--- src/rtl/sipo_sync_rst.sv ---
//------------------------------------------------------------------------------
// Module      : sipo_sync_rst
// Description : Strobed serial-in, parallel-out deserializer with a valid/ready
//               output port and an overrun pulse for words lost to
//               back-pressure. Optional even-parity trailer bit is enabled by
//               defining SIPO_SYNC_RST_PARITY_EN.
// Revision    : 1.0 - initial release
//------------------------------------------------------------------------------
`default_nettype none

module sipo_sync_rst #(
    parameter int WIDTH = 8
) (
    input  logic             clk,
    input  logic             rst,
    input  logic             d,
    input  logic             en,
    output logic [WIDTH-1:0] word,
    output logic             valid,
    input  logic             ready,
    output logic             overrun,
    output logic             parity_err
);

`ifdef SIPO_SYNC_RST_PARITY_EN
    localparam int NBITS = WIDTH + 1;
`else
    localparam int NBITS = WIDTH;
`endif
    localparam int CW = $clog2(NBITS + 1);
    localparam logic [CW-1:0] c_last = CW'(NBITS - 1);
    localparam logic [CW-1:0] c_one  = CW'(1);

    logic [WIDTH-1:0] r_sr;
    logic [CW-1:0]    r_cnt;
    logic [WIDTH-1:0] r_word;
    logic             r_valid;
    logic             r_overrun;

    logic             w_last;
    logic             w_shift;
    logic [WIDTH-1:0] w_shifted;
    logic [WIDTH-1:0] w_done_word;
    logic             w_out_free;

    assign w_last     = en && (r_cnt == c_last);
    assign w_shifted  = {d, r_sr[WIDTH-1:1]};
    assign w_out_free = !r_valid || ready;

`ifdef SIPO_SYNC_RST_PARITY_EN
    // The trailing parity bit is strobed but never enters the data register.
    logic r_parity_err;
    logic w_parity_bad;

    assign w_shift      = en && !w_last;
    assign w_done_word  = r_sr;
    assign w_parity_bad = (^r_sr) ^ d;
    assign parity_err   = r_parity_err;

    always_ff @(posedge clk) begin
        if (rst) begin
            r_parity_err <= 1'b0;
        end else if (w_last && w_out_free) begin
            r_parity_err <= w_parity_bad;
        end
    end
`else
    logic w_unused_sr0;

    assign w_shift      = en;
    assign w_done_word  = w_shifted;
    assign w_unused_sr0 = r_sr[0];
    assign parity_err   = 1'b0;
`endif

    always_ff @(posedge clk) begin
        if (rst) begin
            r_sr      <= '0;
            r_cnt     <= '0;
            r_word    <= '0;
            r_valid   <= 1'b0;
            r_overrun <= 1'b0;
        end else begin
            r_overrun <= 1'b0;
            if (w_shift) begin
                r_sr <= w_shifted;
            end
            if (en) begin
                r_cnt <= w_last ? '0 : (r_cnt + c_one);
            end
            // A completed word either takes the output or is dropped;
            // collection itself never waits on the consumer.
            if (w_last) begin
                if (w_out_free) begin
                    r_word  <= w_done_word;
                    r_valid <= 1'b1;
                end else begin
                    r_overrun <= 1'b1;
                end
            end else if (r_valid && ready) begin
                r_valid <= 1'b0;
            end
        end
    end

    assign word    = r_word;
    assign valid   = r_valid;
    assign overrun = r_overrun;

endmodule

`default_nettype wire

--- config.mk ---
export PLATFORM = sky130hd
export DESIGN_NAME = sipo_sync_rst
export DESIGN_NICKNAME = d
export VERILOG_FILES = /design/src/rtl/sipo_sync_rst.sv
export SDC_FILE = /design/constraint.sdc
export NUM_CORES = 1
export LEC_CHECK = 0
export CORE_MARGIN = 2
export CORE_UTILIZATION = 49
export DETAILED_ROUTE_END_ITERATION = 12
export PLACE_DENSITY = 0.75
export REMOVE_ABC_BUFFERS = 1
export SLEW_MARGIN = 40
export SYNTH_ARGS = -nofsm -noshare
export SYNTH_HDL_FRONTEND = slang
export SYNTH_SLANG_ARGS = --single-unit
--- constraint.sdc ---
create_clock -name clk -period 1.45 [get_ports clk]
set_input_delay 0.2175 -clock clk [delete_from_list [all_inputs] [get_ports clk]]
set_output_delay 0.2175 -clock clk [all_outputs]
set_load 0.01 [all_outputs]
# Word-level counts from Yosys, hierarchy flattened
# Cells that the tools add are included.
dict set report op_classes {
  n_addsub 1
  n_eq_ne 2
  n_mux 5
  n_bitwise 1
  reduce_logical 8
}
# op n
set ops {}
lappend ops {{$add A4 B1 Y4 const B} 1}
lappend ops {{$eq A4 B3 Y1 const B} 1}
lappend ops {{$mux W1} 4}
lappend ops {{$mux W4} 1}
lappend ops {{$reduce_and A2 Y1} 2}
lappend ops {{$logic_and A1 B1 Y1} 2}
lappend ops {{$ne A2 B1 Y1 const B} 1}
lappend ops {{$reduce_bool A2 Y1} 1}
lappend ops {{$reduce_or A2 Y1} 1}
lappend ops {{$logic_not A1 Y1} 1}
lappend ops {{$logic_or A1 B1 Y1} 1}
lappend ops {{$not A1 Y1} 1}
dict set report totals {
  reg_bits 22
  out_inout_bits 11
}

# Longest topological paths before layout
# Gate-level depths: netlist of run 1.
dict set report logic_depth {
  depth_word 4
  ltp_mapped 5
}

# Least setup slack after synthesis of run 1
# Ideal clock, no wire load.
dict set report synth_path {
  kind {register to register}
  from {reg r_cnt[0]}
  to {reg r_word[0], in the netlist word[0]}
  setup_time_ps 72
  t_arrival_ps 1112
  setup_slack_ps 266
  stages_incl_launch_ff 6
  path_buffers 1
  period_less_slack_ps 1184
  path_cell_list {dfxtp_1 -> ha_1 -> nand4b_4 -> nor2b_2 -> buf_6 -> mux2i_1}
}
dict set report synth_between {
  elab_chain_len 3
}
# element line_no
set synth_lines {}
lappend synth_lines {{start, declared} 35} ;# logic [CW-1:0] r_cnt;
lappend synth_lines {{start signal, assigned} 89} ;# r_cnt <= w_last ? '0 : (r_cnt + c_one);
lappend synth_lines {{$eq A4 B3 Y1} 46} ;# assign w_last = en && (r_cnt == c_last);
lappend synth_lines {{$logic_and A1 B1 Y1} 46}
lappend synth_lines {{$reduce_and A2 Y1 (no line)} n/a}
lappend synth_lines {{end signal, assigned} 95} ;# r_word <= w_done_word;
lappend synth_lines {{end, declared} 36} ;# logic [WIDTH-1:0] r_word;
# Every way passes these cells.
# A chain may end at the register's enable or synchronous reset.

# Final worst setup path of run 1
dict set report layout_path {
  from {reg r_word[7], in the netlist word[7]}
  to {out word[7]}
}
# element line_no
set layout_lines {}
lappend layout_lines {{end, declared} 18} ;# output logic [WIDTH-1:0] word,
# No word-level cell between the ends.

==> results of run 1 <==
power groups by stage:
| stage | Clock [mW] | Combinational (mW) | Sequential, mW |
|---|---|---|---|
| finish | 0.271 | 0.0686 | 0.591 |
| global placement | 0 | 0.0677 | 0.604 |
| global route | 0.307 | 0.0753 | 0.593 |
| CTS | 0.281 | 0.0692 | 0.592 |
| floorplan | 0 | 0.0270 | 0.603 |
| detailed placement | 0 | 0.0690 | 0.604 |
final cells by class:
cell class / instances / area (sq um)
clock buffer: 4 / 26.3
fill: 136 / 588
inverter: 1 / 3.75
multi-input combinational: 56 / 410
sequential: 21 / 420
tap: 25 / 31.3
timing repair buffer: 20 / 228
worst register-to-register path, cell delays in order (launching register included):
cell and delay, ns:
dfxtp_1 0.40, ha_1 0.24, nand4b_4 0.12, nor2b_2 0.17
buf_12 0.15, mux2i_1 0.18
routing by layer:
layer	wire length (um)	vias up
met1	691	256
met4	12	0
met5	0	-
met3	65	2
met2	649	11
li1	-	308
logic make-up after synthesis:
logic type | share of synthesized area, %
flops | 48.1
xor+xnor | 2.01
other cells | 0.429
simple gates | 23.6
compound gates | 1.15
mux | 18.3
fa+ha+maj | 1.43
buf+inv | 4.87
sequential cells by signal, summed over array words and instances, names as in the netlist:
signal,flops
valid,1
word,8
r_sr,7
overrun,1
r_cnt,4
synth_stat cells:
| library cell | count | share of area, % |
|---|---|---|
| dfxtp_1 | 21 | 48 |
| nand2b_1 | 18 | 13 |
| mux2i_1 | 16 | 18 |
| nor2_1 | 9 | 3.9 |
| a21oi_1 | 2 | 1.1 |
| buf_4 | 2 | 1.7 |
| clkbuf_1 | 2 | 0.86 |
| nor3_1 | 2 | 1.1 |
| xor2_1 | 2 | 2.0 |
| buf_2 | 1 | 0.57 |
| buf_6 | 1 | 1.3 |
| conb_1 | 1 | 0.43 |
| ha_1 | 1 | 1.4 |
| inv_1 | 1 | 0.43 |
| nand2_1 | 1 | 0.43 |
| nand3b_1 | 1 | 0.86 |
| nand4_1 | 1 | 0.72 |
| nand4b_4 | 1 | 2.7 |
| nor2b_2 | 1 | 1.0 |
path summary, 6_finish.rpt:
check	startpoint	cells after the start	to	slack [ns]
worst max register to register	r_cnt[0]$_SDFFE_PP0P_	5	word[5]$_SDFFE_PP0P_	0.13
worst max-delay path	word[7]$_SDFFE_PP0P_	1	word[7]	0.06
worst min register to register	word[1]$_SDFFE_PP0P_	2	word[1]$_SDFFE_PP0P_	0.48
worst min-delay path	word[1]$_SDFFE_PP0P_	2	word[1]$_SDFFE_PP0P_	0.48
stage by stage:
stage	std cells	setup WS, ns
2_1_floorplan	78	0.109
3_3_place_gp	123	0.0244
3_5_place_dp	123	-0.0177
4_1_cts	127	0.0259
5_1_grt	127	0.00433
6_report	127	0.0617
repair_timing:
| action | CTS | global route |
|---|---|---|
| endpoints found under the hold margin | 0 | 0 |
| setup endpoints to repair | 0 | 7 |
| resized for setup | 0 | 7 |
==> flow_summary.json, run 1 <==
{
  "area_growth_pct": 28.2,
  "rows": 15,
  "synthesis.instances": 84,
  "setup_tns_ns": 0,
  "cp.arrival_ns": 1.17,
  "slew_violations": 0,
  "grt_usage_pct": 15.2,
  "postCtsSetupRepairBufs": 0,
  "stdcell_area_sq_mm": 0.00112,
  "cap_violations": 0,
  "cpPeakStageDelay_ns": 0.53,
  "grt_max_degree": 16,
  "crit_slowest_cell": "clkdlybuf4s50_1",
  "ant_nets": 0,
  "final_common_cell": "dfxtp_1",
  "hold_viol": 0,
  "internal_power_uw": 731,
  "cp-start-kind": "register",
  "power.share.clock_pct": 29.1,
  "cts_max_path_buffers": 2,
  "netSwitchingFraction_pct": 21.5,
  "required_ns": 1.23,
  "worst_ir_drop_vdd_mv": 0.716,
  "yosysWarnings": 0,
  "combinationalPowerShare_pct": 7.4,
  "critical-path-top-delay-family": "buffers and inverters",
  "clkTransAtPathRegs_ns": 0.11,
  "period_share_pct": 95.7,
  "place.gp.congestion": 0.759,
  "critPathBufInv": 1,
  "routedWlPerCell_um": 11.2,
  "avgViaCountPerCell": 4.54,
  "grt_antenna_before_repair": 0,
  "cts_buffers": 3,
  "antenna_cells": 0,
  "skew_ns": 0.00549,
  "p_per_area_mw_per_mm2": 832,
  "grt_pass1_vias": 543,
  "final_cell_mix": "21 x dfxtp_1, 18 x nand2b_1, 16 x mux2i_1",
  "switching_power_uw": 200,
  "avgSynthCellArea_sq_um": 10.4,
  "top_usage_layer": "met2",
  "start_util_pct": 51.1,
  "final_util_pct": 65.6,
  "via_count": 577,
  "die-area_sq_mm": 0.00214,
  "die_h_um": 46.2,
  "power_uw": 931,
  "finalSetupViolations": 0,
  "fin_crit_ns": 1.39,
  "use_met3_pct": 5.49,
  "cts_tree": "yes",
  "crit_path_end_kind": "primary output",
  "cts.sinks": 21,
  "overflow": 0,
  "hold_buffers": 0,
  "max_clock_freq_mhz": 720,
  "placed_area_sq_mm": 0.00108,
  "finalNetCount": 109,
  "worstPathMaxFanout": 2,
  "worstHoldPathType": "register to register",
  "drc": 0,
  "sequentialPowerShare_pct": 63.5,
  "holdWs_ns": 0.479,
  "grt_pass1_wl_um": 2250,
  "die_x_um": 46.2,
  "power_leakage_nw": 0.562,
  "first_pass_iters": 4,
  "coreArea_sq_mm": 0.00171,
  "wirelength_um": 1420,
  "hpwlAfterDp_um": 1000,
  "h-tree-depth": 1,
  "io_pins": 16,
  "rsz0062_at_grt": "no",
  "clk_latency_ns": 0.29,
  "cts_root_buf": "clkbuf_4",
  "grt_util_met1_pct": 19.0,
  "synth.distinct_cells": 19,
  "drtIter0Drc": 7,
  "yosysSeqAreaShare_pct": 48.1,
  "met2_usage_pct": 20.8,
  "ys_seq_elements": 21,
  "crit_chain": "clkdlybuf4s50_1",
  "portBuffers": 14,
  "layout-drive-gt1-share_pct": 10.8,
  "synthesis.area_sq_um": 873,
  "outcome": "complete, no violations",
  "critPathKind": "register to primary output"
}
Note: power is estimated with default switching activity, not from simulation.
==> run 2, diff against run 1 <==
Settings changed: CORE_MARGIN 2 to default.
==> run 2 against run 1 <==
Effect of this change:
- register-to-register slack got worse by 0.02 ns
- critical path type unchanged
- non-clock buffer count fell by 2
- combinational power fell by 10%
- clock skew fell by 0.0020 ns
- cell area fell by 4.2%
==> flow_summary.json, run 2 (synthesis results as in run 1) <==
{
  "outcome": "complete, no violations",
  "max_clock_freq_mhz": 712,
  "ant_nets": 0,
  "cts_max_path_buffers": 2,
  "critPathBufInv": 1,
  "worst_ir_drop_vdd_mv": 0.611,
  "layout-drive-gt1-share_pct": 10.0,
  "switching_power_uw": 210,
  "hpwlAfterDp_um": 1020,
  "hold_viol": 0,
  "overflow": 0,
  "rsz0062_at_grt": "no",
  "final_common_cell": "dfxtp_1",
  "crit_slowest_cell": "clkdlybuf4s50_1",
  "skew_ns": 0.00354,
  "critPathKind": "register to primary output",
  "h-tree-depth": 1,
  "avgViaCountPerCell": 5.04,
  "cts_buffers": 3,
  "die-area_sq_mm": 0.00195,
  "grt_pass1_vias": 567,
  "fin_crit_ns": 1.40,
  "grt_pass1_wl_um": 2380,
  "portBuffers": 14,
  "power.share.clock_pct": 29.8,
  "cap_violations": 0,
  "p_per_area_mw_per_mm2": 868,
  "placed_area_sq_mm": 0.00104,
  "critical-path-top-delay-family": "buffers and inverters",
  "cts.sinks": 21,
  "worstHoldPathType": "register to register",
  "setup_tns_ns": 0,
  "required_ns": 1.23,
  "routedWlPerCell_um": 12.5,
  "final_cell_mix": "21 x dfxtp_1, 18 x nand2b_1, 16 x mux2i_1",
  "wirelength_um": 1450,
  "grt_usage_pct": 17.0,
  "place.gp.congestion": 0.679,
  "postCtsSetupRepairBufs": 0,
  "finalSetupViolations": 0,
  "holdWs_ns": 0.480,
  "via_count": 585,
  "largest_register_ffs": 8,
  "cts_root_buf": "clkbuf_4",
  "io_pins": 16,
  "die_x_um": 44.2,
  "slew_violations": 0,
  "combinationalPowerShare_pct": 6.6,
  "finalNetCount": 107,
  "nFillCells": 135,
  "placed_cells": 112,
  "crit_path_end_kind": "primary output",
  "coreArea_sq_mm": 0.00158,
  "worstPathMaxFanout": 2,
  "crit_chain": "clkdlybuf4s50_1",
  "start_util_pct": 55.4,
  "place_ws_ns": -0.0345,
  "cp.arrival_ns": 1.19,
  "cpPeakStageDelay_ns": 0.54,
  "netSwitchingFraction_pct": 22.6,
  "grt_antenna_before_repair": 0,
  "period_share_pct": 96.9,
  "die_h_um": 44.2,
  "drtIter0Drc": 7,
  "area_growth_pct": 22.8,
  "rows": 14,
  "antenna_cells": 0,
  "finalWorstSetupSlack_ns": 0.0455,
  "stdcell_area_sq_mm": 0.00107,
  "cts_tree": "yes",
  "clkTransAtPathRegs_ns": 0.11,
  "grt_max_degree": 30,
  "internal_power_uw": 721,
  "power_leakage_nw": 0.476,
  "sequentialPowerShare_pct": 63.6,
  "drc": 0,
  "cp-start-kind": "register",
  "final_cells": 116,
  "first_pass_iters": 3,
  "final_util_pct": 68.0,
  "power_uw": 931,
  "clk_latency_ns": 0.30
}
==> run 2: cell types whose count changed in the layout (fill, tap and decap cells not counted) <==
cell / delta
clkdlybuf4s50_1: +4
buf_4: -1
dlymetal6s2s_1: -4
clkbuf_1: -1
buf_12: -1
clkinv_2: +1
==> run 2: final cells by class <==
type	count	area, sq um	area share, %
flip-flops and latches	21	420	39.2
multi-input cells	56	410	38.3
repair buffers	18	190	17.7
clock buffers	3	22.5	2.10
well taps	16	20.0	1.87
clock inverters	1	5.00	0.467
inverters	1	3.75	0.350
==> run 2: routing by layer <==
layer / GRT usage, % / up-vias / wire, um
li1: - / 305 / -
met1: 20.4 / 260 / 680
met2: 26.2 / 14 / 667
met3: 5.31 / 6 / 59
met4: 10.9 / 0 / 46
met5: 0 / - / 0
==> run 2: power by group through the flow <==
stage / combinational, mW / clock [mW] / sequential (mW)
global route: 0.0670 / 0.305 / 0.593
floorplan: 0.0270 / 0 / 0.603
detailed placement: 0.0622 / 0 / 0.605
finish: 0.0616 / 0.277 / 0.592
CTS: 0.0625 / 0.288 / 0.592
global placement: 0.0589 / 0 / 0.604
==> run 2: what timing repair did <==
| item | in CTS | in global routing |
|---|---|---|
| hold buffers | 0 | 0 |
| resized for setup | 0 | 3 |
| endpoints found under the setup margin | 0 | 3 |
==> run 2: path summary, 6_finish.rpt <==
kind              cells after the start              endpoint  slack, ns             startpoint
setup reg to reg                      5  word[1]$_SDFFE_PP0P_       0.11  r_cnt[0]$_SDFFE_PP0P_
hold / removal                        2  word[6]$_SDFFE_PP0P_       0.48   word[6]$_SDFFE_PP0P_
setup / recovery                      1               word[5]       0.05   word[5]$_SDFFE_PP0P_
hold reg to reg                       2  word[6]$_SDFFE_PP0P_       0.48   word[6]$_SDFFE_PP0P_
==> run 2: tightest hold or removal path: stages (launching register included) <==
cell,delay [ns]
dfxtp_1,0.33
nand2b_1,0.06
mux2i_1,0.06
